## src/rtl/np_cpl_tracker_pkg.sv

```systemverilog
// Shared definitions for the non-posted completion tracker: PCIe-interface
// width defaults, FSM state type, done-FIFO geometry and tag-table entry layout.
`ifndef TAG_NUM_LOG
`define TAG_NUM_LOG 6
`endif
`ifndef DW_LEN_WIDTH
`define DW_LEN_WIDTH 11
`endif
`ifndef TAG_NUM
`define TAG_NUM (1 << `TAG_NUM_LOG)
`endif

package np_cpl_tracker_pkg;

  typedef enum logic {
    ST_INIT = 1'b0,
    ST_RUN  = 1'b1
  } trk_state_t;

  localparam int CHNL_W          = 8;
  localparam int DONE_FIFO_ASIZE = 2;
  localparam int DONE_FIFO_DEPTH = 1 << DONE_FIFO_ASIZE;

  // Tag-table entry layout, MSB to LSB: {live, remaining DW, channel}
  function automatic int entry_width(input int len_w);
    return 1 + len_w + CHNL_W;
  endfunction

endpackage

```

## src/rtl/np_cpl_tracker_sync_fifo.sv

```systemverilog
// pcieifc_sync_fifo: small single-clock show-ahead FIFO with occupancy count.
// rd_data always presents the head entry, so it holds still until popped.
module pcieifc_sync_fifo #(
  parameter int DSIZE = 14,
  parameter int ASIZE = 2
) (
  input  logic             clk,
  input  logic             rst,
  input  logic             wr_en,
  input  logic [DSIZE-1:0] wr_data,
  output logic             full,
  input  logic             rd_en,
  output logic [DSIZE-1:0] rd_data,
  output logic             empty,
  output logic [ASIZE:0]   count
);

  localparam int DEPTH = 1 << ASIZE;

  logic [DSIZE-1:0] mem [DEPTH];
  logic [ASIZE-1:0] wr_ptr;
  logic [ASIZE-1:0] rd_ptr;
  logic             do_wr;
  logic             do_rd;

  assign full    = (count == (ASIZE+1)'(DEPTH));
  assign empty   = (count == '0);
  assign do_wr   = wr_en & ~full;
  assign do_rd   = rd_en & ~empty;
  assign rd_data = mem[rd_ptr];

  // Storage array; no reset needed, validity is tracked by count
  always_ff @(posedge clk) begin
    if (do_wr) mem[wr_ptr] <= wr_data;
  end

  // Pointers and occupancy
  always_ff @(posedge clk) begin
    if (rst) begin
      wr_ptr <= '0;
      rd_ptr <= '0;
      count  <= '0;
    end else begin
      if (do_wr) wr_ptr <= wr_ptr + 1'b1;
      if (do_rd) rd_ptr <= rd_ptr + 1'b1;
      case ({do_wr, do_rd})
        2'b10:   count <= count + 1'b1;
        2'b01:   count <= count - 1'b1;
        default: count <= count;
      endcase
    end
  end

endmodule

```

## src/rtl/np_cpl_tracker.sv

```systemverilog
// np_cpl_tracker: per-tag bookkeeping of outstanding non-posted reads.
// Completions are checked against the remaining DW count of their tag in a
// two-stage pipeline; fully completed tags are queued as {tag, channel}.
// Optional build macro NP_CPL_TMO_EN adds a sticky completion-timeout flag.
//
// state   | meaning
// ST_INIT | clearing one table entry per cycle, completions blocked
// ST_RUN  | tracking allocations and completions
module np_cpl_tracker
  import np_cpl_tracker_pkg::*;
#(
  parameter int          TAG_NUM_LOG = `TAG_NUM_LOG,
  parameter int          LEN_W       = `DW_LEN_WIDTH,
  parameter logic [15:0] TMO_CYC     = 16'd50000
) (
  input  logic                   dma_clk,
  input  logic                   dma_rst,
  output logic                   init_done,
  input  logic                   alloc_valid,
  input  logic [TAG_NUM_LOG-1:0] alloc_tag,
  input  logic [LEN_W-1:0]       alloc_sz,
  input  logic [7:0]             alloc_chnl,
  input  logic                   cpl_valid,
  output logic                   cpl_ready,
  input  logic [TAG_NUM_LOG-1:0] cpl_tag,
  input  logic [LEN_W-1:0]       cpl_len,
  output logic                   done_valid,
  input  logic                   done_ready,
  output logic [TAG_NUM_LOG-1:0] done_tag,
  output logic [7:0]             done_chnl,
  output logic                   cpl_err,
  output logic [TAG_NUM_LOG:0]   outstanding
`ifdef NP_CPL_TMO_EN
  ,
  output logic                   cpl_timeout
`endif
);

  localparam int TAG_NUM = 1 << TAG_NUM_LOG;
  localparam int ENT_W   = entry_width(LEN_W);
  localparam int FIFO_DW = TAG_NUM_LOG + CHNL_W;

  trk_state_t state, state_nxt;
  logic [TAG_NUM_LOG-1:0] init_cnt;
  logic [ENT_W-1:0]       tbl [TAG_NUM];

  logic run, alloc_en, cpl_acc;

  logic                   s1_valid;
  logic [TAG_NUM_LOG-1:0] s1_tag;
  logic [LEN_W-1:0]       s1_len;
  logic [ENT_W-1:0]       s1_ent;
  logic [ENT_W-1:0]       rd_ent;

  logic                   s1_live;
  logic [LEN_W-1:0]       s1_rem;
  logic [CHNL_W-1:0]      s1_chnl;
  logic                   s2_illegal;
  logic [LEN_W-1:0]       s2_rem_nxt;
  logic                   s2_wr;
  logic                   s2_release;

  logic                   fifo_full, fifo_empty;
  logic [DONE_FIFO_ASIZE:0] fifo_cnt;
  logic [FIFO_DW-1:0]     fifo_rd;
  logic [DONE_FIFO_ASIZE+1:0] fifo_resv;

  assign run      = (state == ST_RUN);
  assign alloc_en = alloc_valid & run;
  assign cpl_acc  = cpl_valid & cpl_ready;

  // A completion in stage 1 may still push, so it reserves a FIFO slot
  assign fifo_resv = {1'b0, fifo_cnt} + {{(DONE_FIFO_ASIZE+1){1'b0}}, s1_valid};
  assign cpl_ready = run & ~fifo_full & (fifo_resv < (DONE_FIFO_ASIZE+2)'(DONE_FIFO_DEPTH));
  assign init_done = run;

  // State register
  always_ff @(posedge dma_clk) begin
    if (dma_rst) state <= ST_INIT;
    else         state <= state_nxt;
  end

  // Next state: leave INIT after the last entry is cleared
  always_comb begin
    state_nxt = state;
    case (state)
      ST_INIT: if (&init_cnt) state_nxt = ST_RUN;
      ST_RUN:  state_nxt = ST_RUN;
      default: state_nxt = ST_INIT;
    endcase
  end

  // Table clear index
  always_ff @(posedge dma_clk) begin
    if (dma_rst)              init_cnt <= '0;
    else if (state == ST_INIT) init_cnt <= init_cnt + 1'b1;
  end

  // Stage 2: check the completion against the entry read in stage 1
  always_comb begin
    s1_live    = s1_ent[ENT_W-1];
    s1_rem     = s1_ent[CHNL_W +: LEN_W];
    s1_chnl    = s1_ent[CHNL_W-1:0];
    s2_illegal = ~s1_live | (s1_len > s1_rem) | (s1_len == '0);
    s2_rem_nxt = s1_rem - s1_len;
    s2_wr      = s1_valid & ~s2_illegal;
    s2_release = s2_wr & (s2_rem_nxt == '0);
  end

  // Stage 1 read with forwarding: same-cycle alloc, then stage-2 result
  always_comb begin
    rd_ent = tbl[cpl_tag];
    if (s2_wr && (s1_tag == cpl_tag))
      rd_ent = {~s2_release, s2_rem_nxt, s1_chnl};
    if (alloc_en && (alloc_tag == cpl_tag))
      rd_ent = {1'b1, alloc_sz, alloc_chnl};
  end

  // Tag table: init clear, stage-2 update, alloc last so it wins on a tag clash
  always_ff @(posedge dma_clk) begin
    if (state == ST_INIT) begin
      tbl[init_cnt] <= '0;
    end else begin
      if (s2_wr)    tbl[s1_tag]    <= {~s2_release, s2_rem_nxt, s1_chnl};
      if (alloc_en) tbl[alloc_tag] <= {1'b1, alloc_sz, alloc_chnl};
    end
  end

  // Stage-1 pipeline register
  always_ff @(posedge dma_clk) begin
    if (dma_rst) begin
      s1_valid <= 1'b0;
    end else begin
      s1_valid <= cpl_acc;
      if (cpl_acc) begin
        s1_tag <= cpl_tag;
        s1_len <= cpl_len;
        s1_ent <= rd_ent;
      end
    end
  end

  // Illegal-completion pulse
  always_ff @(posedge dma_clk) begin
    if (dma_rst) cpl_err <= 1'b0;
    else         cpl_err <= s1_valid & s2_illegal;
  end

  // Live-tag count; a simultaneous grant and release cancel out
  always_ff @(posedge dma_clk) begin
    if (dma_rst) begin
      outstanding <= '0;
    end else begin
      case ({alloc_en, s2_release})
        2'b10:   outstanding <= outstanding + 1'b1;
        2'b01:   outstanding <= outstanding - 1'b1;
        default: outstanding <= outstanding;
      endcase
    end
  end

  pcieifc_sync_fifo #(
    .DSIZE (FIFO_DW),
    .ASIZE (DONE_FIFO_ASIZE)
  ) u_done_fifo (
    .clk     (dma_clk),
    .rst     (dma_rst),
    .wr_en   (s2_release),
    .wr_data ({s1_tag, s1_chnl}),
    .full    (fifo_full),
    .rd_en   (done_ready),
    .rd_data (fifo_rd),
    .empty   (fifo_empty),
    .count   (fifo_cnt)
  );

  assign done_valid = ~fifo_empty;
  assign done_tag   = fifo_rd[FIFO_DW-1:CHNL_W];
  assign done_chnl  = fifo_rd[CHNL_W-1:0];

`ifdef NP_CPL_TMO_EN
  logic [15:0] tmo_cnt, tmo_nxt;

  // Idle-wait counter: restarts on progress or when nothing is outstanding
  always_comb begin
    tmo_nxt = tmo_cnt;
    if (cpl_acc || (outstanding == '0)) tmo_nxt = '0;
    else if (tmo_cnt != TMO_CYC)         tmo_nxt = tmo_cnt + 16'd1;
  end

  // Counter register and sticky timeout flag
  always_ff @(posedge dma_clk) begin
    if (dma_rst) begin
      tmo_cnt     <= '0;
      cpl_timeout <= 1'b0;
    end else begin
      tmo_cnt <= tmo_nxt;
      if (tmo_nxt == TMO_CYC) cpl_timeout <= 1'b1;
    end
  end
`else
  // Threshold has no consumer without the timeout logic
  logic tmo_unused;
  assign tmo_unused = ^TMO_CYC;
`endif

endmodule

```

## config.mk

```make
export PLATFORM = sky130hd
export DESIGN_NAME = np_cpl_tracker
export DESIGN_NICKNAME = d
export VERILOG_FILES = /design/src/rtl/np_cpl_tracker_pkg.sv /design/src/rtl/np_cpl_tracker_sync_fifo.sv /design/src/rtl/np_cpl_tracker.sv
export SDC_FILE = /design/constraint.sdc
export NUM_CORES = 2
export LEC_CHECK = 0
export ABC_AREA = 0
export CAP_MARGIN = 20
export CELL_PAD_IN_SITES_DETAIL_PLACEMENT = 1
export CELL_PAD_IN_SITES_GLOBAL_PLACEMENT = 2
export CORE_UTILIZATION = 40
export DETAILED_ROUTE_END_ITERATION = 10
export HOLD_SLACK_MARGIN = 0.15
export MAX_ROUTING_LAYER = met4
export PLACE_DENSITY_LB_ADDON = 0.1
export REMOVE_ABC_BUFFERS = 1
export SLEW_MARGIN = 20
export SYNTH_ARGS = -nofsm -noshare
export SYNTH_HDL_FRONTEND = slang
export SYNTH_SLANG_ARGS = --single-unit
```

## constraint.sdc

```tcl
create_clock -name dma_clk -period 11.8 [get_ports dma_clk]
set_input_delay 1.77 -clock dma_clk [delete_from_list [all_inputs] [get_ports dma_clk]]
set_output_delay 1.77 -clock dma_clk [all_outputs]
set_load 0.01 [all_outputs]
```

; ---- After elaboration in Yosys (flattened, before gate mapping)
; Memory sizes are Yosys's and may differ from the RTL's. A register that Yosys moved wholly into a read port is not among the register bits.
; Index checks and enable logic that the tools add are counted.
[word_totals]
regBits = 60
ramBits = 1336
inputBits = 47
out_inout_bits = 25
elab_cells = 83
mem_count = 2
[op_classes]
add_sub_neg = 9
magnitude_cmp = 2
n_eq_ne = 8
muxes = 20
n_bitwise = 18
n_reduce_logical = 11
[mem_list]
columns = memory, words, word_bits, rd, rd_clocked_by_memory_dff, wr, line
row1 = tbl, 64, 20, 1, 0, 2, np_cpl_tracker.sv:45  ; logic [ENT_W-1:0] tbl [TAG_NUM];
row2 = u_done_fifo.mem, 4, 14, 1, 1, 1, np_cpl_tracker_sync_fifo.sv:20  ; logic [DSIZE-1:0] mem [DEPTH];
[ops]
columns = op, n
row1 = $mux W20, 2
row2 = $logic_not A11 Y1, 2
row3 = $reduce_or A20 Y1, 1
row4 = $mux W19, 1
row5 = $pmux W7 S2, 1
row6 = $eq A6 B6 Y1, 2
row7 = $gt A11 B11 Y1, 1
row8 = $mux W1, 11
row9 = $sub A11 B11 Y11, 1
row10 = $and A1 B1 Y1, 9
row11 = $add A7 B1 Y7 const B, 1
row12 = $not A1 Y1, 7
row13 = $sub A7 B1 Y7 const B, 1
row14 = $add A6 B1 Y6 const B, 1
row15 = $mux W6, 1
row16 = $pmux W3 S2, 1
row17 = $reduce_and A6 Y1, 1
row18 = $add A2 B1 Y2 const B, 2
row19 = $add A3 B1 Y4, 1
row20 = $eq A2 B1 Y1 const B, 2
row21 = $eq A2 B2 Y1 const B, 2
row22 = $lt A4 B3 Y1 const B, 1
row23 = $mux W2, 2
row24 = $reduce_bool A2 Y1, 2
row25 = 10 further kinds, 12

; ---- Longest topological paths before layout
[logic_depth]
word_depth = 10
ltp_mapped = 22

; ---- Hierarchy
; From an unflattened synthesis, not the netlist that was laid out.
[unflattened]
hier_cells = 4570
area_unflattened_um2 = 70106.0
[modules_own_cells]
columns = module, instances, cells_each, area_each_um2
row1 = np_cpl_tracker, 1, 4443, 67582.3
row2 = pcieifc_sync_fifo, 1, 127, 2523.7

; ---- Worst setup path after synthesis
; No wires, ideal clock.
[synth_timing]
path_kind = flip-flop to flip-flop
start = register s1_ent[8]
end = register outstanding[6]
t_arrival_ps = 4717
t_required_ps = 11679
setup_slack_ps = 6962
path_stages_with_launch = 22
path_buffers = 2
path_cell_list = edfxtp_1 > inv_1 > ha_1 > inv_1 > fa_1 > a21o_1 > a221oi_2 > nor3_1 > or4_1 > clkbuf_1 > nor4_4 > and2_1 > buf_2 > ha_1 > ha_1 > nor2b_1 > o21ai_0 > nand2b_1 > a21o_1 > a21oi_1 > mux2i_1 > mux2_2
[synth_via]
elab_chain_cells = 8
word_cells_on_any_way = 12
classes_between = 1 x add/sub / 1 x order compare / 2 x eq/ne / 1 x mux / 5 x bitwise / 2 x reduce/logical
[synth_rtl]
columns = element, line
row1 = "start, declared", np_cpl_tracker.sv:52  ; logic [ENT_W-1:0] s1_ent;
row2 = "start signal, assigned", np_cpl_tracker.sv:138  ; s1_ent <= rd_ent;
row3 = $gt A11 B11 Y1, np_cpl_tracker.sv:104  ; s2_illegal = ~s1_live | (s1_len > s1_rem) | (s1_len == '0);
row4 = $or A1 B1 Y1 (2 in series), np_cpl_tracker.sv:104
row5 = $not A1 Y1, np_cpl_tracker.sv:106  ; s2_wr = s1_valid & ~s2_illegal;
row6 = $and A1 B1 Y1, np_cpl_tracker.sv:106
row7 = $and A1 B1 Y1 (*), np_cpl_tracker.sv:107  ; s2_release = s2_wr & (s2_rem_nxt == '0);
row8 = $eq A2 B1 Y1 or $eq A2 B2 Y1 (tied branches), np_cpl_tracker.sv:154  ; case ({alloc_en, s2_release})
row9 = $pmux W7 S2 or $reduce_bool A2 Y1 (tied branches), -
row10 = "end signal, assigned", np_cpl_tracker.sv:155  ; 2'b10: outstanding <= outstanding + 1'b1;
row11 = "end signal, assigned", np_cpl_tracker.sv:156  ; 2'b01: outstanding <= outstanding - 1'b1;
row12 = "end signal, assigned", np_cpl_tracker.sv:157  ; default: outstanding <= outstanding;
row13 = "end, declared", np_cpl_tracker.sv:32  ; output logic [TAG_NUM_LOG:0] outstanding
; Mark *: on every way between the ends. The rest lies on a longest branch, timed or not.
; A chain may end at the register's enable or synchronous reset.

; ---- Worst setup path after layout
; Ends and elaborated chain as after synthesis.

==> flow_summary.yaml <==
status:
  status: "complete, no violations"
critical_path:
  critical_path_required_ns: 12.48
  timing.critical_path.arrival_ns: 6.93
  worst_path_largest_cell_delay_ns: 0.90
  slowest_stage: "and2_1"
  worst_setup_path_end_kind: "flop"
  path_cells: "inv_1 -> ha_1 -> inv_1 -> fa_1 -> a21o_1 -> a221oi_2 -> nor3_1 -> or4_1 -> nor4_4 -> and2_1 -> ha_1 -> ha_1 -> nor2b_1 -> o21ai_0 -> nand2b_1 -> a21o_1 -> a21oi_1 -> mux2i_1 -> mux2_2"
  crit_top_cell: "ha_1"
  critPathMaxFanout: 14
  setup.worst_path.start_class: "flop"
  timing_worst_setup_path_type: "flop to flop"
logic_synthesis:
  synth_enable_flop_cells: 1309
  library_cells_used_by_synthesis: 72
  netlist_top_cells_count: "nand2_1, edfxtp_1, o21ai_0"
  post-synth-top-area-cell: "edfxtp_1"
  ys_seq_area_frac: 0.595
  ys_async_sr_fraction: 0
  yosys_most_used_dff: "edfxtp_1"
  syn_area_per_cell_um2: 11.6
  cells_after_synthesis: 5975
  most_frequent_cell_after_synthesis: "nand2_1"
  yosys_register_bits: 1398
  synth.top_cells.by_area: "edfxtp_1, mux4_2, o21ai_0"
  synth_top_area_frac: 0.570
  yosysWarnings: 0
  post_synth_instance_area_um2: 69000
cts:
  cts_tree: "yes"
  clk_transition_reported_paths_ns: 0.06
  max_h_tree_level: 4
  cts.hold.buffers_added: 0
  cts.sinks: 1398
  postCtsSetupBuffers: 0
  cts.root.buffer_cell: "clkbuf_16"
  cts_buffers: 165
  post_cts_resized: 0
  cts_buffer_depth: 3
  clkLatencyLatePin_ns: 0.83
placed_design:
  gp_routability_congestion: 0.949
  port-buffer-count: 71
  placement.setup.worst_slack_ns: 5.70
  place_area_um2: 72100
  post-dp-hpwl_mm: 180
detailed_routing:
  route.final.wire_length_mm: 299
  drtAntennaViolNets: 0
  post_dr_vias_cell: 6.41
  remaining_drc_errors: 0
  drt_iter0_drc: 6596
  vias: 52500
  detail_route.wl_per_cell_um: 36.4
  drt_pass1_iterations: 5
timing:
  max-slew-margin-rel: 0.178
  fin_setup_tns_ns: 0
  slew_of_the_pin_with_the_lowest_slew_margin_ns: 1.23
  number_of_failing_hold_endpoints_at_the_final_stage: 0
  max_freq_ghz: 0.160
  final-max-slew-violation-count: 0
  holdWs_ns: 0.494
  rsz0062_at_grt: "no"
  final_cycle_utilization_of_the_critical_path: 0.530
  setup_violations: 0
  fin_ws_ns: 5.55
  final.setup_skew_ns: 0.0430
  post-route-min-period_ns: 6.25
finish:
  final_layout_size_suffix_gt1_frac: 0.152
  area_growth_syn_to_layout_pct: 12.0
  finish.instance_area_um2: 77300
  final_net_count: 5824
die:
  fp-row-count: 152
  design.core.area_um2: 172000
  chipWidth_um: 417
  num_io_pins: 72
  die_area_um2: 174000
  floorplan.die.height_um: 417
  floorplan.initialDensity: 0.402
global_route:
  grt_util_all_layers: 0.351
  via_count_of_the_first_global_routing_pass: 52000
  grt_start_max_net_pins: 82
  globalRouteOverflowTotal: 0
  grt_first_pass_wirelength_mm: 415
  grt_antenna_before_repair: 15
min_path:
  worstHoldPathType: "flop to flop"
power_and_ir_drop:
  powerDensity_nw_per_um2: 143
  power.switching_fraction: 0.240
  net-switching-power_mw: 2.66
  p_clk_frac: 0.456
  power.share.sequential: 0.486
  intPower_mw: 8.42
  vdd_ir_drop_max_uv: 147
  cellLeakagePower_nw: 21.9
  share_comb_of_total_power: 0.058
run:
  max_cap_violations: 0
-- flip-flops by register name (all words and copies together) (netlist names), named ones only --
signal and flops:
tbl 1280, u_done_fifo.mem 56, s1_ent 20, s1_len 11, outstanding 7, init_cnt 6, s1_tag 6, u_done_fifo.count 3
u_done_fifo.rd_ptr 2, u_done_fifo.wr_ptr 2, cpl_err 1, init_done 1, s1_valid 1
-- layer usage --
layer | routed length, µm | up-vias | GRT usage | share of wire
met5 | 0 | - | - | 0
met4 | 15200 | 0 | 0.155 | 0.051
met3 | 23100 | 517 | 0.0540 | 0.077
met2 | 139000 | 2468 | 0.541 | 0.47
met1 | 121000 | 27700 | 0.459 | 0.41
li1 | - | 21900 | - | -
-- area by class of cell --
cell class              count  area [µm²]
clock inverters            80         679
clock buffers             220        4500
inverters                  26        97.6
flip-flops and latches   1398       41100
multi-input cells        3897       25800
fillers                 17900       94200
repair buffers            263        2220
well taps                2310        2890
diodes                     10        25.0
-- through the flow --
stage | power, mW | util | std cells
after floorplan | 5.69 | - | 5321
after global placement | 6.11 | 0.420 | 7889
after detailed placement | 6.11 | 0.420 | 7892
after CTS | 11.1 | 0.450 | 8192
after global routing | 11.3 | 0.451 | 8197
final | 11.1 | 0.451 | 8204
-- final timing paths --
path | start | end | slack (ns) | cells past startpoint
min | tbl[23][19]$_SDFFE_PP1P_ | tbl[23][19]$_SDFFE_PP1P_ | 0.49 | 2
max | s1_ent[8]$_DFFE_PP_ | outstanding[6]$_SDFFE_PP0P_ | 5.55 | 19
max reg2reg | s1_ent[8]$_DFFE_PP_ | outstanding[6]$_SDFFE_PP0P_ | 5.55 | 19
min reg2reg | tbl[23][19]$_SDFFE_PP1P_ | tbl[23][19]$_SDFFE_PP1P_ | 0.49 | 2
-- critical path: cells and delay by family (launching register included) --
| family | cells | cell delay [ns] |
|---|---|---|
| AOI/OAI and AO/OA | 5 | 1.08 |
| adders and majority gates | 4 | 1.37 |
| buffers and inverters | 2 | 0.12 |
| DFF | 1 | 0.36 |
| muxes | 2 | 0.59 |
| and+or+nand+nor | 6 | 2.57 |
-- cell families (layout without fill, tap and decap cells) --
kind of cell,count (synthesis),in the layout,share of synthesized area
AO/OA/AOI/OAI,1719,1719,0.145
XOR/XNOR,28,28,0.00355
adder cells (fa/ha/maj),26,26,0.00504
buffers and inverters,680,589,0.0374
flip-flops,1398,1398,0.595
multiplexers,339,339,0.110
other,0,10,0
AND/OR/NAND/NOR,1785,1785,0.104
-- power groups by stage --
stage                     sequential, mW  combinational (mW)  clock, mW
after CTS                           5.38               0.625       5.09
after global placement              5.49               0.623          0
after floorplan                     5.48               0.211          0
after detailed placement            5.49               0.624          0
final                               5.38               0.638       5.05
after global routing                5.38               0.645       5.27
-- cells in the final DEF (no fill, tap or decap), types with 10 or more instances in the layout --
cell and count:
ha_1 23, mux4_2 334, xnor2_1 12, clkdlybuf4s50_1 48, a22o_1 16, clkinv_2 27, inv_1 25, clkinv_1 31
nor3_1 13, buf_4 201, xor2_1 16, nor2_1 144, a31o_2 15, edfxtp_1 1309, dfxtp_1 88, nand2_4 18
a211oi_1 12, nand3_1 69, a221o_1 26, o21ai_2 18, o31ai_1 160, o211ai_1 16, nand2_1 1412, or3_1 10
o21ai_0 1094, a21o_1 12, clkbuf_1 45, nor2_2 12, a31oi_1 16, a21boi_0 14, a22oi_1 160, clkbuf_16 171
diode_2 10, nand3b_1 10, and3_1 13, a221oi_1 11, a21oi_1 97
Note: power is estimated with default switching activity, not from simulation.
